## src/rtl/bridge_pkg.sv

```systemverilog
`default_nettype none
// ============================================================================
// Module      : bridge_pkg
// Description : Shared encodings for the AHB-to-APB bridge AHB-side front end.
// Revision    : 1.0 - initial release
// ============================================================================
package bridge_pkg;

    localparam logic [1:0] HTRANS_IDLE = 2'b00;
    localparam logic [1:0] HTRANS_BUSY = 2'b01;
    localparam logic [1:0] HTRANS_NSEQ = 2'b10;
    localparam logic [1:0] HTRANS_SEQ  = 2'b11;

    localparam logic [2:0] HSIZE_BYTE      = 3'b000;
    localparam logic [2:0] HSIZE_HALF_WORD = 3'b001;
    localparam logic [2:0] HSIZE_WORD      = 3'b010;

    localparam int CTRL_WIDTH    = 41;
    localparam int CW_HWRITE     = 40;
    localparam int CW_HTRANS_MSB = 39;
    localparam int CW_HTRANS_LSB = 38;
    localparam int CW_HBURST_MSB = 37;
    localparam int CW_HBURST_LSB = 35;
    localparam int CW_HSIZE_MSB  = 34;
    localparam int CW_HSIZE_LSB  = 32;
    localparam int CW_HADDR_MSB  = 31;
    localparam int CW_HADDR_LSB  = 0;

    typedef enum logic [2:0] {
        ST_IDLE   = 3'd0,
        ST_W_PUSH = 3'd1,
        ST_R_PUSH = 3'd2,
        ST_R_WAIT = 3'd3,
        ST_ERR1   = 3'd4,
        ST_ERR2   = 3'd5
    } state_t;

endpackage
`default_nettype wire

```

## src/rtl/ahb_xfer_check.sv

```systemverilog
`default_nettype none
// ============================================================================
// Module      : ahb_xfer_check
// Description : Flags unsupported sizes and misaligned addresses.
// Revision    : 1.0 - initial release
// ============================================================================
module ahb_xfer_check
    import bridge_pkg::*;
(
    input  logic [2:0] hsize_i,
    input  logic [1:0] haddr_lo_i,
    output logic       illegal_o
);

    always_comb begin
        illegal_o = 1'b0;
        if (hsize_i > HSIZE_WORD)
            illegal_o = 1'b1;
        else if (hsize_i == HSIZE_HALF_WORD && haddr_lo_i[0])
            illegal_o = 1'b1;
        else if (hsize_i == HSIZE_WORD && haddr_lo_i != 2'b00)
            illegal_o = 1'b1;
    end

endmodule
`default_nettype wire

```

## src/rtl/ahb_slave_fsm.sv

```systemverilog
`default_nettype none
// ============================================================================
// Module      : ahb_slave_fsm
// Description : AHB-Lite slave front end; packs transfers into control words
//               and moves data to/from the bridge data FIFOs.
// Revision    : 1.0 - initial release
// ============================================================================
module ahb_slave_fsm
    import bridge_pkg::*;
#(
    parameter int DATA_WIDTH = 32,
    parameter bit ERR_EN     = 1'b1
) (
    input  logic                  hclk,
    input  logic                  reset,
    input  logic                  hsel,
    input  logic [31:0]           haddr,
    input  logic [1:0]            htrans,
    input  logic                  hwrite,
    input  logic [2:0]            hsize,
    input  logic [2:0]            hburst,
    input  logic [DATA_WIDTH-1:0] hwdata,
    input  logic                  hreadyin,
    output logic                  hreadyout,
    output logic                  hresp,
    output logic [DATA_WIDTH-1:0] hrdata,
    output logic                  ctrl_wen,
    output logic [CTRL_WIDTH-1:0] ctrl_wdata,
    input  logic                  ctrl_full,
    output logic                  ahb_data_wen,
    output logic [DATA_WIDTH-1:0] ahb_data_wdata,
    input  logic                  ahb_data_full,
    output logic                  apb_data_ren,
    input  logic [DATA_WIDTH-1:0] apb_data_read,
    input  logic                  apb_data_empty
);

    state_t                  state_q;
    logic [31:0]             haddr_q;
    logic                    hwrite_q;
    logic [1:0]              htrans_q;
    logic [2:0]              hsize_q;
    logic [2:0]              hburst_q;
    logic [DATA_WIDTH-1:0]   hrdata_q;

    logic w_accept;
    logic w_chk_illegal;
    logic w_illegal;
    logic w_wr_ok;
    logic w_rd_push_ok;
    logic w_pop_ok;

    ahb_xfer_check u_xfer_check (
        .hsize_i    (hsize),
        .haddr_lo_i (haddr[1:0]),
        .illegal_o  (w_chk_illegal)
    );

    assign w_illegal    = ERR_EN ? w_chk_illegal : 1'b0;
    assign w_accept     = (state_q == ST_IDLE) && hsel && hreadyin && htrans[1];
    assign w_wr_ok      = (state_q == ST_W_PUSH) && !ctrl_full && !ahb_data_full;
    assign w_rd_push_ok = (state_q == ST_R_PUSH) && !ctrl_full;
    assign w_pop_ok     = (state_q == ST_R_WAIT) && !apb_data_empty;

    // Strobes are masked by reset so a FIFO-full release coinciding with reset never pushes.
    assign ctrl_wen       = (w_wr_ok || w_rd_push_ok) && !reset;
    assign ahb_data_wen   = w_wr_ok && !reset;
    assign apb_data_ren   = w_pop_ok && !reset;
    assign ahb_data_wdata = hwdata;

    assign hreadyout = (state_q == ST_IDLE) || (state_q == ST_ERR2);
    assign hresp     = (state_q == ST_ERR1) || (state_q == ST_ERR2);
    assign hrdata    = hrdata_q;
    assign ctrl_wdata = {hwrite_q, htrans_q, hburst_q, hsize_q, haddr_q};

    always_ff @(posedge hclk) begin
        if (reset) begin
            state_q  <= ST_IDLE;
            haddr_q  <= '0;
            hwrite_q <= 1'b0;
            htrans_q <= '0;
            hsize_q  <= '0;
            hburst_q <= '0;
            hrdata_q <= '0;
        end else begin
            case (state_q)
                ST_IDLE: begin
                    if (w_accept) begin
                        haddr_q  <= haddr;
                        hwrite_q <= hwrite;
                        htrans_q <= htrans;
                        hsize_q  <= hsize;
                        hburst_q <= hburst;
                        if (w_illegal)
                            state_q <= ST_ERR1;
                        else if (hwrite)
                            state_q <= ST_W_PUSH;
                        else
                            state_q <= ST_R_PUSH;
                    end
                end
                ST_W_PUSH: if (w_wr_ok) state_q <= ST_IDLE;
                ST_R_PUSH: if (w_rd_push_ok) state_q <= ST_R_WAIT;
                ST_R_WAIT: begin
                    if (w_pop_ok) begin
                        hrdata_q <= apb_data_read;
                        state_q  <= ST_IDLE;
                    end
                end
                ST_ERR1: state_q <= ST_ERR2;
                ST_ERR2: state_q <= ST_IDLE;
                default: state_q <= ST_IDLE;
            endcase
        end
    end

endmodule
`default_nettype wire

```

## config.mk

```make
export PLATFORM = sky130hd
export DESIGN_NAME = ahb_slave_fsm
export DESIGN_NICKNAME = d
export VERILOG_FILES = /design/src/rtl/bridge_pkg.sv /design/src/rtl/ahb_xfer_check.sv /design/src/rtl/ahb_slave_fsm.sv
export SDC_FILE = /design/constraint.sdc
export NUM_CORES = 1
export LEC_CHECK = 0
export CAP_MARGIN = 20
export CORE_MARGIN = 1
export CORE_UTILIZATION = 36
export DETAILED_ROUTE_END_ITERATION = 8
export MAX_ROUTING_LAYER = met4
export PLACE_DENSITY = 0.81
export SLEW_MARGIN = 20
export SYNTH_ARGS = -nofsm -noshare
export SYNTH_HDL_FRONTEND = slang
export SYNTH_SLANG_ARGS = --single-unit
```

## constraint.sdc

```tcl
create_clock -name hclk -period 1.7 [get_ports hclk]
set_input_delay 0.34 -clock hclk [delete_from_list [all_inputs] [get_ports hclk]]
set_output_delay 0.34 -clock hclk [all_outputs]
set_load 0.01 [all_outputs]
```

==> qor.yml <==
clocking:
  clockBufferDepth: 2
  worstSkewPairLatency_ns: 0.35
  path_clk_slew_ns: 0.07
  cts_tree: "yes"
  cts_buffers: 9
  htreeDepth: 3
  cts_root_buf: "clkbuf_8"
  cts_sinks: 76
  cts_hold_buf: 0
worst_setup_path:
  cp.required_ns: 1.36
  end_kind: "output port"
  timing_worst_setup_path_type: "reg2out"
  critPathArrivalTime_ns: 1.34
  reg2reg_depth: 5
  worstPathMaxFanout: 10
  r2r_end: "haddr_q[22]"
  critPathLaunchType: "flop"
  r2r_slack_ns: 0.07
  rr_startpoint: "state_q[2]"
routing:
  via_per_inst: 5.05
  first_iter_violations: 92
  drtPass1Iterations: 4
  ant_nets: 0
  drc_errors: 0
  vias: 3198
  drt_wl_total_um: 9500
  routedWlPerCell_um: 15.0
floorplan:
  num_io_pins: 222
  fp.dieW_um: 97.4
  start_util_pct: 37.4
  coreArea_mm2: 0.00876
  die-area_mm2: 0.00948
  die_h_um: 97.4
  rows: 34
power_and_ir_drop:
  max-vdd-ir-drop_mv: 0.434
  p_per_area_mw_per_mm2: 766
  seqPwrFrac_pct: 48.7
  power_frac_comb_pct: 15.3
  p_leak_nw: 1.69
  pwr-share-clk_pct: 36.0
  p_int_w: 0.00281
  swShare_pct: 25.6
  switchingPower_w: 0.000967
logic_synthesis:
  synth_top_area_cell: "dfxtp_1"
  synth_commonest_cells: "dfxtp_1 (76), a21oi_1 (74), nand2_1 (66), nand3_1 (41), o21ai_1 (39)"
  syn_nets: 511
  syn_area_per_cell_um2: 8.20
  ys_top_cells_by_area: "dfxtp_1 (46%), a21oi_1 (11%), buf_4 (8.5%), nand2_1 (7.6%), nand3_1 (6.3%)"
  synth_most_common_cell: "dfxtp_1"
  synth_area_mm2: 0.00327
  synth_top_cell_area_share_pct: 46.5
  synth_top_flop_cell: "dfxtp_1"
  async_flop_share_pct: 0
  yosysWarnings: 0
  ys_seq_elements: 76
  syn_inst: 399
  synth.yosys.seq_area_share_pct: 46.5
  synth_cell_types: 33
  synth_edf_count: 0
timing:
  layout_setup_ws_ns: 0.0160
  hold_viol_final: 0
  min_period_over_period_pct: 99.1
  slew_headroom_pct: 67.8
  setup_viol: 0
  fin_skew_ns: 0.0112
  tightestPinTransition_ns: 0.483
  maxSlewViolCount: 0
  rsz0062_at_grt: "yes"
  period_minus_slack_ns: 1.68
  whs_ns: 0.458
  max_freq_mhz: 594
run_status:
  status: "complete, no violations"
global_route:
  grt_max_degree: 44
  antenna_found_initial: 0
  track_usage_pct: 20.6
  grt_pass1_wl_um: 15400
  grt_overflow: 0
  grt_pass1_vias: 3257
placed_design:
  place_inst: 616
  dpl.hpwl_um: 6680
  globalplace.congestion: 0.732
  port_buffers: 157
  place_ws_ns: -0.411
layout:
  final_cells: 633
  nFillCells: 810
  num-nets-final: 632
  n_antenna_cell: 0
  areaGrowthSynthToFinish_pct: 50.6
  multi_input_area_mm2: 0.00130
  seq_area_mm2: 0.00153
  drive_above_1_share_pct: 11.0
hold_path:
  hp-start: "hrdata[31]"
  holdPathStages: 2
  min_path_type: "reg2reg"
  hold-path-endpoint: "hrdata[31]"
job:
  maxCapViolCount: 0
logic make-up (layout without fill, tap and decap cells):
group / after synthesis / count (layout) / share of synthesized area [%]
mux: 1 / 1 / 0.306
compound gates: 121 / 121 / 19.5
flops: 76 / 76 / 46.5
simple gates: 128 / 128 / 18.3
buf+inv: 72 / 198 / 15.2
xor+xnor: 1 / 1 / 0.268
how the worst max path moves through the flow:
stage                         to  slack, ns     startpoint  depth (start not counted)
floorplan           ahb_data_wen       0.22          reset                          3
global placement        ctrl_wen      -0.33  ahb_data_full                          5
detailed placement      ctrl_wen      -0.41  ahb_data_full                          5
CTS                     ctrl_wen      -0.05     state_q[1]                          5
global route            ctrl_wen      -0.11     state_q[1]                          5
finish                  ctrl_wen       0.02     state_q[1]                          5
metal layers:
| metal | up-vias | global-route usage [%] | part of all wire [%] |
|---|---|---|---|
| met5 | - | - | 0 |
| met4 | 0 | 6.22 | 1.5 |
| met3 | 16 | 6.12 | 7.1 |
| met2 | 129 | 36.2 | 51 |
| met1 | 1491 | 22.3 | 40 |
| li1 | 1562 | - | - |
final cells by class:
cell class              count  area share, %
well taps                 108           2.74
multi-input cells         251           26.4
inverters                   2          0.152
clock buffers              10           2.59
clock inverters             6           1.29
flip-flops and latches     76           30.9
repair buffers            180           35.9
registers in the layout (all words and copies together) (netlist names):
signal and count:
hwrite_q 1, htrans_q 2, state_q 3, hburst_q 3, hrdata 32, haddr_q 32, hsize_q 3
power by group through the flow:
| stage | logic (W) | registers [W] | clock network [W] |
|---|---|---|---|
| floorplan | 0.000324 | 0.00189 | 0 |
| global placement | 0.000565 | 0.00188 | 0 |
| detailed placement | 0.000574 | 0.00188 | 0 |
| CTS | 0.000575 | 0.00184 | 0.00140 |
| global route | 0.000622 | 0.00184 | 0.00150 |
| finish | 0.000579 | 0.00184 | 0.00136 |
layout by cell type, fill, tap and decap left out, drive strengths merged, types with 2 or more instances in the layout:
cell / instances
a2111oi: 2
a21oi: 74
buf: 28
clkbuf: 10
clkdlybuf4s50: 151
clkinv: 2
clkinvlp: 2
dfxtp: 76
inv: 3
nand2: 66
nand3: 41
nor2: 5
nor3: 5
nor4b: 2
o21ai: 41
or3: 2
what timing repair did:
item	in CTS	in global routing
pin swaps	1	3
setup buffers	1	0
gates resized for setup	20	9
endpoints found under the setup margin	5	36
critical path: stages, from the launching register on:
cell     delay, ns
dfxtp_2       0.34
buf_12        0.14
nor2_4        0.11
mux2i_1       0.09
nor4_1        0.16
buf_2         0.17
per-stage QoR:
step,instance area (um2),power [W],utilization [%],setup TNS (ns)
floorplan,3270,0.00222,-,0
global placement,4700,0.00244,53.6,-0.885
detailed placement,4700,0.00245,53.6,-1.25
CTS,4890,0.00382,55.8,-0.0487
global route,4930,0.00396,56.3,-0.112
finish,4930,0.00378,56.3,0
Power figures use the tool's default switching activity.
